===== src/rtl/mac_pkg.sv =====
// rtl/mac_pkg.sv - shared types and constants for the int8 MAC sequencer
package mac_pkg;

  typedef enum logic [1:0] {IDLE, FETCH, WAIT, RESULT} state_t;

  localparam int PSUM_W        = 24;
  localparam int LANES_DEFAULT = 33;

endpackage


===== src/rtl/int8_mac_seq.sv =====
// rtl/int8_mac_seq.sv - feeds operand chunks into the int8 MAC and accumulates one result per job
module int8_mac_seq
  import mac_pkg::*;
#(
  parameter int LANES   = LANES_DEFAULT,
  parameter int MAC_LAT = 2,
  parameter int CNT_W   = 8
) (
  input  logic                clk,
  input  logic                rst_n,
  input  logic                start,
  input  logic [CNT_W-1:0]    num_chunks,
  output logic                busy,
  output logic                done,
  input  logic                op_valid,
  output logic                op_ready,
  input  logic [LANES*8-1:0]  op_a,
  input  logic [LANES*8-1:0]  op_b,
  output logic                mac_en,
  output logic [LANES*8-1:0]  mac_a,
  output logic [LANES*8-1:0]  mac_b,
  output logic [PSUM_W-1:0]   mac_psum_in,
  input  logic [PSUM_W-1:0]   mac_psum_out,
  output logic                res_valid,
  input  logic                res_ready,
  output logic [PSUM_W-1:0]   res_data
);

  localparam logic [3:0] LP_LAT = 4'(MAC_LAT);

  state_t               r_state;
  state_t               w_next;
  logic [CNT_W-1:0]     r_left;
  logic [3:0]           r_wcnt;
  logic [PSUM_W-1:0]    r_acc;
  logic [LANES*8-1:0]   r_mac_a;
  logic [LANES*8-1:0]   r_mac_b;

  always_ff @(posedge clk or negedge rst_n) begin
    if (!rst_n) begin
      r_state <= IDLE;
    end else begin
      r_state <= w_next;
    end
  end

  always_comb begin
    w_next    = r_state;
    busy      = 1'b0;
    op_ready  = 1'b0;
    res_valid = 1'b0;
    done      = 1'b0;
    case (r_state)
      IDLE: begin
        if (start) begin
          w_next = (num_chunks != '0) ? FETCH : RESULT;
        end
      end
      FETCH: begin
        busy     = 1'b1;
        op_ready = 1'b1;
        if (op_valid) begin
          w_next = WAIT;
        end
      end
      WAIT: begin
        busy = 1'b1;
        if (r_wcnt == 4'd0) begin
          w_next = (r_left == CNT_W'(1)) ? RESULT : FETCH;
        end
      end
      RESULT: begin
        busy      = 1'b1;
        res_valid = 1'b1;
        if (res_ready) begin
          done   = 1'b1;
          w_next = IDLE;
        end
      end
      default: w_next = IDLE;
    endcase
  end

  // MAC inputs stay frozen for the whole WAIT phase so the MAC output settles cleanly.
  always_ff @(posedge clk or negedge rst_n) begin
    if (!rst_n) begin
      r_left  <= '0;
      r_wcnt  <= '0;
      r_acc   <= '0;
      r_mac_a <= '0;
      r_mac_b <= '0;
    end else begin
      case (r_state)
        IDLE: begin
          if (start) begin
            r_left <= num_chunks;
            r_acc  <= '0;
          end
        end
        FETCH: begin
          if (op_valid) begin
            r_mac_a <= op_a;
            r_mac_b <= op_b;
            r_wcnt  <= LP_LAT;
          end
        end
        WAIT: begin
          if (r_wcnt == 4'd0) begin
            r_acc  <= mac_psum_out;
            r_left <= r_left - CNT_W'(1);
          end else begin
            r_wcnt <= r_wcnt - 4'd1;
          end
        end
        default: ;
      endcase
    end
  end

  assign mac_en      = busy;
  assign mac_a       = r_mac_a;
  assign mac_b       = r_mac_b;
  assign mac_psum_in = r_acc;
  assign res_data    = r_acc;

endmodule


===== config.mk =====
export PLATFORM = sky130hd
export DESIGN_NAME = int8_mac_seq
export DESIGN_NICKNAME = d
export VERILOG_FILES = /design/src/rtl/mac_pkg.sv /design/src/rtl/int8_mac_seq.sv
export SDC_FILE = /design/constraint.sdc
export NUM_CORES = 1
export LEC_CHECK = 0
export CAP_MARGIN = 20
export CORE_AREA = 2 2 453 455
export CTS_CLUSTER_DIAMETER = 40
export CTS_CLUSTER_SIZE = 24
export DETAILED_ROUTE_END_ITERATION = 16
export DIE_AREA = 0 0 455 457
export GPL_TIMING_DRIVEN = 0
export REMOVE_ABC_BUFFERS = 1
export SYNTH_ARGS = -nofsm -noshare
export SYNTH_HDL_FRONTEND = slang
export SYNTH_SLANG_ARGS = --single-unit
export TNS_END_PERCENT = 50

===== constraint.sdc =====
create_clock -name clk -period 2.25 [get_ports clk]
set_input_delay 0.225 -clock clk [delete_from_list [all_inputs] [get_ports clk]]
set_output_delay 0.225 -clock clk [all_outputs]
set_load 0.02 [all_outputs]

* Yosys cells after proc, flatten, opt, wreduce, memory -nomap -nowiden
Index checks and enable logic that the tools add are counted.
Word-level totals: flip-flop bits (word level) 566, bits of input ports 565, output and inout port bits 581, logic and storage cells 48
Cells by class: add/subtract/negate cells 2, eq/ne operators 9, mux-type cells 21, reduce and logical (&&, ||, !) cells 10
Operators by type and width (number):
- 24-bit 2-to-1 mux | 2
- 24-bit case mux with 2 select lines | 1
- 8-bit 2-to-1 mux | 2
- 8-bit case mux with 2 select lines | 1
- 2-bit 2-to-1 mux | 6
- 2-bit != test, second input constant | 5
- 8-bit by 1-bit equality test with 1-bit output, second input constant | 1
- 4-bit 2-to-1 mux | 2
- 2-bit case mux with 4 select lines | 1
- 4-bit case mux with 2 select lines | 1
- 8-bit nonzero test | 1
- 8-bit by 1-bit subtractor with 8-bit output, second input constant | 1
- 3-bit AND reduction | 2
- 1-bit 2-to-1 mux | 5
- 2-bit equality test, second input constant | 2
- 4-bit zero test | 1
- 4-bit AND reduction | 1
- 2-bit nonzero test | 2
- 4-bit by 1-bit subtractor with 4-bit output, second input constant | 1
- 3-bit OR reduction | 1
- 2-bit by 1-bit equality test with 1-bit output, second input constant | 1
- 2-bit zero test | 1
- 2-bit AND reduction | 1

* Logic depth before layout (Yosys ltp)
Gate-level depths: netlist of the first run.
word-level depth 4, depth in mapped cells 8, gate-level depth less buffers 6

* Worst setup path before layout of the first run
Ideal clock, no wire load.
kind reg-to-reg, start point register r_wcnt[0], end point register r_left[5], setup time 0.137 ns, data arrival time 1.496 ns, data required time 2.113 ns, path slack 0.617 ns, cell stages (with the launch flop) 6, path buffers 0, period minus slack after synthesis 1.633 ns, cell sequence dfrtp_1 inv_1 ha_1 or3b_2 o311ai_0 nand3_1
Between the ends: cells in the longest elaborated chain, start to end 3
Ends and longest elaborated chain:
- start, declared | line int8_mac_seq.sv:34 | logic [3:0] r_wcnt;
- start signal, assigned | line int8_mac_seq.sv:112 | r_wcnt <= r_wcnt - 4'd1;
- 4-bit zero test | line int8_mac_seq.sv:108 | if (r_wcnt == 4'd0) begin
- 2-bit != test (no source line)
- 3-bit AND reduction (no source line)
- end signal, assigned | line int8_mac_seq.sv:96 | r_left <= num_chunks;
- end signal, assigned | line int8_mac_seq.sv:110 | r_left <= r_left - CNT_W'(1);
- end, declared | line int8_mac_seq.sv:33 | logic [CNT_W-1:0] r_left;
No other way between the ends. A chain may end at the register's enable or synchronous reset.

* Worst setup path after layout of the first run
start point register r_state[1], end point register r_mac_a[84], in the netlist mac_a[84]
Between the ends: cells in the longest elaborated chain, start to end 2
Ends and longest elaborated chain:
- start, declared | line int8_mac_seq.sv:31 | state_t r_state;
- start signal, assigned | line int8_mac_seq.sv:43 | r_state <= w_next;
- 2-bit by 1-bit equality test with 1-bit output | line int8_mac_seq.sv:93 | case (r_state)
- 2-bit AND reduction (no source line)
- end signal, assigned | line int8_mac_seq.sv:102 | r_mac_a <= op_a;
- end, declared | line int8_mac_seq.sv:36 | logic [LANES*8-1:0] r_mac_a;
No other way between the ends.

==> impl_metrics.py, run 1 <==
metrics = {
    "timing": {
        "timing.hold.ws_ns": 0.0501,
        "period_share_pct": 98.4,
        "finalClockSkew_ns": 0.0479,
        "max_slew_margin_pct": 41.8,
        "worst_pin_slew_ns": 0.873,
        "setup_viol": 0,
        "hold_viol": 0,
        "max_freq_mhz": 452,
        "fin_ws_ns": 0.0368,
        "slew_viol_final": 0,
        "grt_setup_unrepaired": "yes",
        "period_minus_slack_ns": 2.21,
    },
    "yosys": {
        "synth_top_cells_by_area": "dfrtp_1 64%, nand2_1 28%, buf_6 2.9%",
        "seq_area_frac_synth_pct": 63.9,
        "synth-seq-cells": 566,
        "syn_area_per_cell_um2": 8.99,
        "synthMuxAreaShare_pct": 0.0452,
        "yosysMostFrequentCell": "nand2_1",
        "synth_top_area_cell": "dfrtp_1",
        "yosys_warnings": 0,
        "synthAdderAreaFrac_pct": 0.226,
        "syn_area_um2": 22200,
        "synth_commonest_cells": "1637 x nand2_1, 566 x dfrtp_1, 59 x buf_2, 58 x buf_6, 26 x buf_4",
        "synthFlopType": "dfrtp_1",
        "synth-xor-area-share_pct": 0.0791,
        "synth_top_area_share_pct": 63.9,
        "synth-simple-area-share_pct": 29.0,
        "synth_top_family_by_area": "simple AND/OR/NAND/NOR gates",
        "synth_edf_count": 0,
        "synth-compound-area-share_pct": 1.30,
        "ys_async_sr_fraction_pct": 100,
        "synthCells": 2466,
        "synth.distinct_cells": 44,
    },
    "floorplanning": {
        "rows": 166,
        "die_w_um": 455,
        "core-area_um2": 203000,
        "io_pins": 1146,
        "dieArea_um2": 208000,
        "die_h_um": 457,
        "start_util_pct": 10.9,
    },
    "clocking": {
        "clockBufferDepth": 3,
        "clock-sinks": 566,
        "cts-root-buf": "clkbuf_16",
        "cts_tree": "yes",
        "cts-htree-levels": 4,
        "clk-insertion-delay-late_ns": 0.80,
        "clk_pin_slew_ns": 0.05,
        "cts_buffers": 162,
    },
    "place": {
        "dp_hpwl_um": 146000,
        "pre_cts_ws_ns": -0.717,
        "port_buffers": 1145,
        "routabilityCongestion": 0.983,
    },
    "grt": {
        "gr-total-overflow": 0,
        "antenna_found_initial": 139,
        "gr-usage-all-layers_pct": 17.1,
        "grt_pass1_wl_um": 237000,
        "grt_max_degree": 109,
        "grt_pass1_vias": 25400,
    },
    "routing": {
        "finalWirelength_um": 183000,
        "route.detailed.wl_per_inst_um": 26.1,
        "drt-initial-drc-count": 1681,
        "post_drt_via_cell_ratio": 3.47,
        "firstDrtPassIters": 5,
        "drcViolationCount": 0,
        "ant_nets": 0,
        "num_vias": 24400,
    },
    "run": {
        "drv_cap": 0,
    },
    "final_layout": {
        "syn2layout_area_growth_pct": 115,
        "nNetsFinal": 4712,
        "drive_above_1_share_pct": 8.74,
    },
    "run_status": {
        "status": "finished clean",
    },
    "setup_path": {
        "worstPathArrival_ns": 2.89,
        "start_kind": "flip-flop",
        "cp.required_ns": 2.93,
        "crit_path_end_kind": "flip-flop",
        "rr_startpoint": "r_state[1]",
        "path_max_fanout": 74,
        "worstSetupPathType": "flip-flop to flip-flop",
        "critPathLaunch": "r_state[1]",
    },
    "pwr": {
        "powerDensity_nw_per_um2": 1570,
        "irDropWorstVdd_uv": 822,
        "leakagePower_uw": 0.0220,
    },
    "hold_path": {
        "min_from": "op_a[59]",
        "hold_path.class": "input port to flip-flop",
    },
}
## metrics by stage
stage	TNS (ns)	util, %	std cells	power [uW]	area (um2)
3_3_place_gp	-	17.6	6145	40400	35800
2_1_floorplan	-4055.09	-	2312	31500	21000
5_1_grt	-0.145	23.4	7006	78100	47500
4_1_cts	0	23.3	6964	75800	47300
3_5_place_dp	-74.04	18.0	6178	50200	36600
6_report	0	23.4	7026	74400	47500
## state kept, by name (all words and copies together), names as in the netlist
name and flops:
mac_b 264, mac_psum_in 24, r_wcnt 4, mac_a 264
r_state 2, r_left 8
## cell type report
type | count | area [um2]
multi-input combinational | 1742 | 6840
clock buffer | 204 | 4500
sequential | 566 | 14200
timing repair buffer | 1666 | 17300
antenna | 58 | 145
inverter | 5 | 18.8
clock inverter | 97 | 1230
tap | 2688 | 3360
fill | 21900 | 156000
## worst paths after layout
path	end	slack, ns	cells after the start
min in group asynchronous	mac_b[31]	0.06	3
max reg2reg	mac_a[84]	0.04	8
max in group asynchronous	mac_b[252]	1.07	4
min reg2reg	mac_a[156]	0.46	2
min	mac_a[59]	0.05	3
max	mac_a[84]	0.04	8
## cells by family (layout without fill, tap and decap cells)
| logic type | Yosys count | count (layout) |
|---|---|---|
| buf+inv | 159 | 1972 |
| simple gates | 1684 | 1684 |
| fa+ha+maj | 4 | 4 |
| xor+xnor | 2 | 2 |
| mux | 1 | 1 |
| other cells | 0 | 58 |
| flops | 566 | 566 |
| compound gates | 50 | 51 |
## worst max-delay path: stages (launching register included)
cell	delay [ns]
dfrtp_2	0.42
buf_12	0.17
nand2b_2	0.22
or2_4	0.30
buf_4	0.18
buf_16	0.20
buf_16	0.25
nand2_1	0.14
nand2_1	0.07
## cell usage in the layout, fill, tap and decap left out, types with 3 or more instances in the layout
cell | Yosys | final
clkbuf_16 | 0 | 166
clkinvlp_4 | 0 | 18
o21ai_1 | 23 | 23
nor2_1 | 10 | 10
nand3_1 | 11 | 11
diode_2 | 0 | 58
buf_2 | 59 | 3
clkinv_8 | 0 | 5
inv_16 | 0 | 3
clkdlybuf4s50_1 | 0 | 994
dfrtp_1 | 566 | 564
inv_1 | 4 | 4
clkbuf_8 | 0 | 27
bufinv_16 | 0 | 14
dlygate4sd2_1 | 0 | 142
dlygate4sd3_1 | 0 | 461
buf_12 | 0 | 12
ha_1 | 4 | 4
a21oi_1 | 8 | 8
nand2_2 | 0 | 7
buf_16 | 0 | 23
clkinv_16 | 0 | 6
bufbuf_16 | 0 | 11
inv_6 | 0 | 13
nor3_1 | 5 | 5
clkinv_4 | 0 | 12
buf_4 | 26 | 11
clkinv_2 | 0 | 26
o21ai_0 | 5 | 5
clkbuf_1 | 8 | 14
nand2_1 | 1637 | 1630
## where the power goes
part | switching (uW) | leakage, uW | internal (uW) | total (uW)
Combinational | 20200 | 0.0122 | 12200 | 32400
Clock | 8120 | 0.00276 | 15900 | 24000
Sequential | 2960 | 0.00706 | 15000 | 18000
Total | 31200 | 0.0220 | 43200 | 74400
## layer usage
metal / global-route usage [%] / vias to the layer above / share of wire [%]
met5: 0 / - / 0.24
met2: 27.8 / 1193 / 46
met1: 21.1 / 11800 / 42
li1: - / 11000 / -
met3: 5.66 / 350 / 8.3
met4: 5.11 / 48 / 2.9
## repair_timing
item,in CTS,in global routing
cloned,12,4
buffers inserted,12,0
endpoints found under the setup margin,579,148
hold buffers,461,0
gates resized for setup,175,12
hold endpoints to repair,762,0
pin swaps,2,2
Power figures use the tool's default switching activity.
==> run 2, diff against run 1 <==
- CORE_AREA: 2 2 453 455 -> 10 10 437 439
- DIE_AREA: 0 0 455 457 -> 0 0 447 449
==> run 2 against run 1 <==
Worst hold slack improved by 0.032 ns. Register-to-register slack about the same. Utilization increased by 2.5 points. Setup slack got worse by 0.0065 ns. First-iteration DRC count shrank 11%. Critical path depth grew 3. Sequential power about the same. Critical endpoint is now mac_b[253].
==> impl_metrics.py, run 2 (synthesized netlist as in run 1, its figures left out) <==
metrics = {
    "setup_path": {
        "cp-endpoint": "mac_b[253]",
        "crit_cells": 11,
        "critPathBufInv": 7,
        "worstPathArrival_ns": 2.93,
        "r2r_slack_ns": 0.03,
        "worstSetupPathType": "flip-flop to flip-flop",
        "critPathLaunch": "r_state[1]",
        "cpLargestDelayFamily": "buffers and inverters",
        "reg2reg_depth": 11,
        "cp_slowest_cell": "dfrtp_4",
        "crit_path_end_kind": "flip-flop",
        "rr_startpoint": "r_state[1]",
        "worst_path_most_repeated_cell": "buf_16",
        "path_cells": "buf_4 -> nand2b_4 -> nor2_4 -> buf_12 -> buf_16 -> buf_16 -> buf_16 -> buf_16 -> buf_16 -> nand2_2 -> nand2_1",
        "cpPeakStageDelay_ns": 0.51,
        "r2r-end": "mac_b[253]",
        "cp.required_ns": 2.96,
        "start_kind": "flip-flop",
        "path_max_fanout": 15,
    },
    "routing": {
        "drcViolationCount": 0,
        "post_drt_via_cell_ratio": 3.61,
        "num_vias": 24200,
        "ant_nets": 0,
        "firstDrtPassIters": 5,
        "finalWirelength_um": 177000,
        "drt-initial-drc-count": 1494,
        "route.detailed.wl_per_inst_um": 26.4,
    },
    "final_layout": {
        "fin_util_pct": 25.9,
        "nNetsFinal": 4696,
        "final_common_cell": "nand2_1",
        "drive_above_1_share_pct": 9.64,
        "final_cell_mix": "1597 x nand2_1, 1039 x clkdlybuf4s50_1, 564 x dfrtp_1, 434 x dlygate4sd3_1, 167 x clkbuf_16",
        "post-route-cell-area_um2": 47200,
        "syn2layout_area_growth_pct": 113,
    },
    "clocking": {
        "cts-htree-levels": 4,
        "cts-root-buf": "clkbuf_16",
        "clock-sinks": 566,
        "clockBufferDepth": 3,
        "clk-insertion-delay-late_ns": 0.77,
        "cts_tree": "yes",
        "cts_buffers": 150,
        "clk_pin_slew_ns": 0.05,
    },
    "place": {
        "routabilityCongestion": 0.953,
        "dp_hpwl_um": 136000,
        "place_area_um2": 36300,
        "pre_cts_ws_ns": -1.13,
        "port_buffers": 1145,
    },
    "timing": {
        "max_freq_mhz": 451,
        "period_share_pct": 98.7,
        "slew_viol_final": 0,
        "period_minus_slack_ns": 2.22,
        "setup_viol": 0,
        "grt_setup_unrepaired": "yes",
        "max_slew_margin_pct": 50.5,
        "finalClockSkew_ns": 0.0406,
        "timing.hold.ws_ns": 0.0822,
        "fin_ws_ns": 0.0303,
        "worst_pin_slew_ns": 0.742,
        "hold_viol": 0,
    },
    "grt": {
        "gr-usage-all-layers_pct": 16.8,
        "gr-total-overflow": 0,
        "grt_pass1_wl_um": 231000,
        "antenna_found_initial": 91,
        "grt_max_degree": 135,
        "grt_pass1_vias": 25300,
    },
    "floorplanning": {
        "core-area_um2": 182000,
        "dieArea_um2": 201000,
        "die_w_um": 447,
        "start_util_pct": 12.2,
        "rows": 157,
        "io_pins": 1146,
        "die_h_um": 449,
    },
    "pwr": {
        "leakagePower_uw": 0.0219,
        "powerDensity_nw_per_um2": 1580,
        "irDropWorstVdd_uv": 746,
        "p_total_uw": 74300,
    },
    "run": {
        "drv_cap": 0,
    },
    "hold_path": {
        "hold_path.class": "input port to flip-flop",
    },
    "run_status": {
        "status": "finished clean",
    },
}
-- run 2: layer usage --
metal,wire length (um),vias to the layer above,GRT usage (%),share of wire [%]
met5,294,-,0,0.17
met4,5190,50,5.22,2.9
li1,-,10900,-,-
met3,12500,264,4.57,7.1
met2,85100,1028,28.0,48
met1,73800,11900,20.9,42
-- run 2: worst min-delay path, delay by kind of cell --
family | cells | cell delay [ns]
buffers and inverters | 1 | 0.40
AND/OR/NAND/NOR | 2 | 0.19
-- run 2: how the worst min path moves through the flow --
| stage | from | to | slack [ns] | cells past startpoint |
|---|---|---|---|---|
| global route | op_b[25] | mac_b[25] | 0.02 | 3 |
| global placement | mac_b[258] | mac_b[258] | 0.46 | 2 |
| detailed placement | rst_n | mac_b[195] | 0.13 | 1 |
| CTS | op_b[49] | mac_b[49] | 0.0006 | 3 |
| floorplan | rst_n | mac_a[0] | -0.07 | 0 |
| finish | op_a[136] | mac_a[136] | 0.08 | 3 |
-- run 2: power breakdown --
group | internal [uW] | total, uW | switching (uW)
sequential | 15000 | 18100 | 3030
clock | 16100 | 23400 | 7310
combinational | 12700 | 32900 | 20100
total | 43800 | 74300 | 30500
-- run 2: what timing repair did --
action / 4_1_cts / 5_1_grt
buffers inserted: 15 / 12
gates resized for setup: 176 / 10
hold buffers: 435 / 0
pin swaps: 2 / 2
cloned: 14 / 13
endpoints found under the setup margin: 630 / 390
hold endpoints to repair: 638 / 0
-- run 2: area by class of cell --
class,count,area [um2]
antenna,49,123
clock buffer,207,4440
clock inverter,72,1070
fill,19300,135000
inverter,5,21.3
multi-input combinational,1743,6950
sequential,566,14200
tap,2385,2980
timing repair buffer,1661,17400
-- run 2: per-stage QoR --
stage | setup TNS (ns) | instances
after floorplan | -4055.09 | 2312
after global placement | - | 5842
after detailed placement | -237.43 | 5876
after CTS | -5.54 | 6615
after global routing | -0.0149 | 6673
final | 0 | 6688
==> run 3, diff against run 2 <==
- RECOVER_POWER: default -> 25
==> run 3 against run 2 <==
Critical path depth unchanged. Clock skew up 0.00081 ns. Register-to-register slack about the same. Fmax up 0.15%. Setup slack better by 0.0034 ns. Utilization about the same. Largest power group unchanged. Highest routed layer unchanged.
==> impl_metrics.py, run 3 (synthesized netlist as in run 1, its figures left out) <==
metrics = {
    "pwr": {
        "p_total_uw": 74300,
        "irDropWorstVdd_uv": 745,
        "leakagePower_uw": 0.0219,
        "powerDensity_nw_per_um2": 1580,
    },
    "grt": {
        "grt_max_degree": 135,
        "gr-usage-all-layers_pct": 16.8,
        "grt_use_met3_pct": 4.57,
        "busiest_layer": "met2",
        "grt_pass1_wl_um": 231000,
        "grtUsageMet1_pct": 20.9,
        "antenna_found_initial": 91,
        "grt_pass1_vias": 25300,
        "grtUsageMet2_pct": 28.0,
        "gr-total-overflow": 0,
    },
    "final_layout": {
        "drive_above_1_share_pct": 9.59,
        "final_common_cell": "nand2_1",
        "nNetsFinal": 4696,
        "fillers": 19300,
        "final_cell_mix": "1597 x nand2_1, 1039 x clkdlybuf4s50_1, 564 x dfrtp_1, 434 x dlygate4sd3_1, 165 x clkbuf_16",
        "syn2layout_area_growth_pct": 113,
        "instances_no_fill": 6690,
    },
    "place": {
        "port_buffers": 1145,
        "pre_cts_ws_ns": -1.13,
        "dpl.cell_count": 5876,
        "routabilityCongestion": 0.953,
        "dp_hpwl_um": 136000,
    },
    "timing": {
        "worst_pin_slew_ns": 0.943,
        "setup_viol": 0,
        "finalClockSkew_ns": 0.0414,
        "max_freq_mhz": 451,
        "fin_ws_ns": 0.0336,
        "grt_setup_unrepaired": "yes",
        "timing.hold.ws_ns": 0.0822,
        "setup_tns_ns": 0,
        "hold_viol": 0,
        "period_minus_slack_ns": 2.22,
        "max_slew_margin_pct": 37.1,
        "slew_viol_final": 0,
        "period_share_pct": 98.5,
    },
    "setup_path": {
        "cp.required_ns": 2.96,
        "start_kind": "flip-flop",
        "cp-endpoint": "mac_b[253]",
        "path_max_fanout": 15,
        "rr_startpoint": "r_state[1]",
        "worst_path_most_repeated_cell": "buf_16",
        "cp_slowest_cell": "dfrtp_4",
        "r2r-end": "mac_b[253]",
        "path_cells": "buf_4 -> nand2b_4 -> nor2_4 -> buf_12 -> buf_16 -> buf_16 -> buf_16 -> buf_16 -> buf_16 -> nand2_2 -> nand2_1",
        "crit_cells": 11,
        "critPathLaunch": "r_state[1]",
        "critPathBufInv": 7,
        "r2r_slack_ns": 0.03,
        "reg2reg_depth": 11,
        "worstPathArrival_ns": 2.92,
        "worstSetupPathType": "flip-flop to flip-flop",
        "cpPeakStageDelay_ns": 0.51,
        "cpLargestDelayFamily": "buffers and inverters",
        "crit_path_end_kind": "flip-flop",
    },
    "clocking": {
        "cts-root-buf": "clkbuf_16",
        "clk-insertion-delay-late_ns": 0.77,
        "cts_buffers": 150,
        "cts-htree-levels": 4,
        "cts_tree": "yes",
        "clockBufferDepth": 3,
        "clock-sinks": 566,
        "clk_pin_slew_ns": 0.05,
    },
    "routing": {
        "ant_nets": 0,
        "num_vias": 24200,
        "post_drt_via_cell_ratio": 3.62,
        "firstDrtPassIters": 5,
        "drt-initial-drc-count": 1565,
        "drcViolationCount": 0,
        "finalWirelength_um": 177000,
        "route.detailed.wl_per_inst_um": 26.4,
    },
    "hold_path": {
        "hold_path.class": "input port to flip-flop",
    },
    "floorplanning": {
        "core-area_um2": 182000,
        "io_pins": 1146,
        "start_util_pct": 12.2,
        "dieArea_um2": 201000,
        "rows": 157,
        "die_w_um": 447,
        "die_h_um": 449,
    },
    "run_status": {
        "status": "finished clean",
    },
    "run": {
        "drv_cap": 0,
    },
}
-- run 3: cell type report --
type / instances / area (um2) / area share [%]
clock buffer: 207 / 4440 / 9.43
antenna: 51 / 128 / 0.271
timing repair buffer: 1661 / 17400 / 36.8
tap: 2385 / 2980 / 6.33
sequential: 566 / 14200 / 30.1
clock inverter: 72 / 1070 / 2.27
multi-input combinational: 1743 / 6950 / 14.8
inverter: 5 / 21.3 / 0.0451
-- run 3: through the flow --
stage | instance area, um2 | util, %
global route | 47100 | 25.8
floorplan | 21000 | -
global placement | 35400 | 19.4
finish | 47100 | 25.8
CTS | 46600 | 25.6
detailed placement | 36300 | 19.9
-- run 3: tightest hold or removal path, cell delays in order --
cell and delay (ns):
clkdlybuf4s50_1 0.42, nand2_1 0.10, nand2_1 0.06
-- run 3: power breakdown --
part | total, uW | internal (uW) | switching [uW] | leakage (uW)
logic | 32800 | 12700 | 20100 | 0.0121
clock network | 23400 | 16100 | 7310 | 0.00269
registers | 18100 | 15000 | 3040 | 0.00706
total | 74300 | 43800 | 30500 | 0.0219
-- run 3: timing repair --
item | 4_1_cts | 5_1_grt
endpoints found under the setup margin | 630 | 390
gates resized for setup | 176 | 10
hold endpoints to repair | 638 | 0
pin swaps | 2 | 2
setup buffers | 15 | 12
hold buffers | 435 | 0
gates cloned | 14 | 13
-- run 3: how the worst min path moves through the flow --
stage / end / slack (ns) / cells after the start / from
detailed placement: mac_b[195] / 0.13 / 1 / rst_n
global route: mac_b[25] / 0.02 / 3 / op_b[25]
floorplan: mac_a[0] / -0.07 / 0 / rst_n
global placement: mac_b[258] / 0.46 / 2 / mac_b[258]
CTS: mac_b[49] / 0.0006 / 3 / op_b[49]
finish: mac_a[20] / 0.08 / 3 / op_a[20]
-- run 3: metal layers --
| metal | routed length, um | up-vias |
|---|---|---|
| met4 | 5220 | 50 |
| li1 | - | 11000 |
| met1 | 74000 | 11900 |
| met3 | 12300 | 272 |
| met2 | 85100 | 1015 |
| met5 | 294 | - |
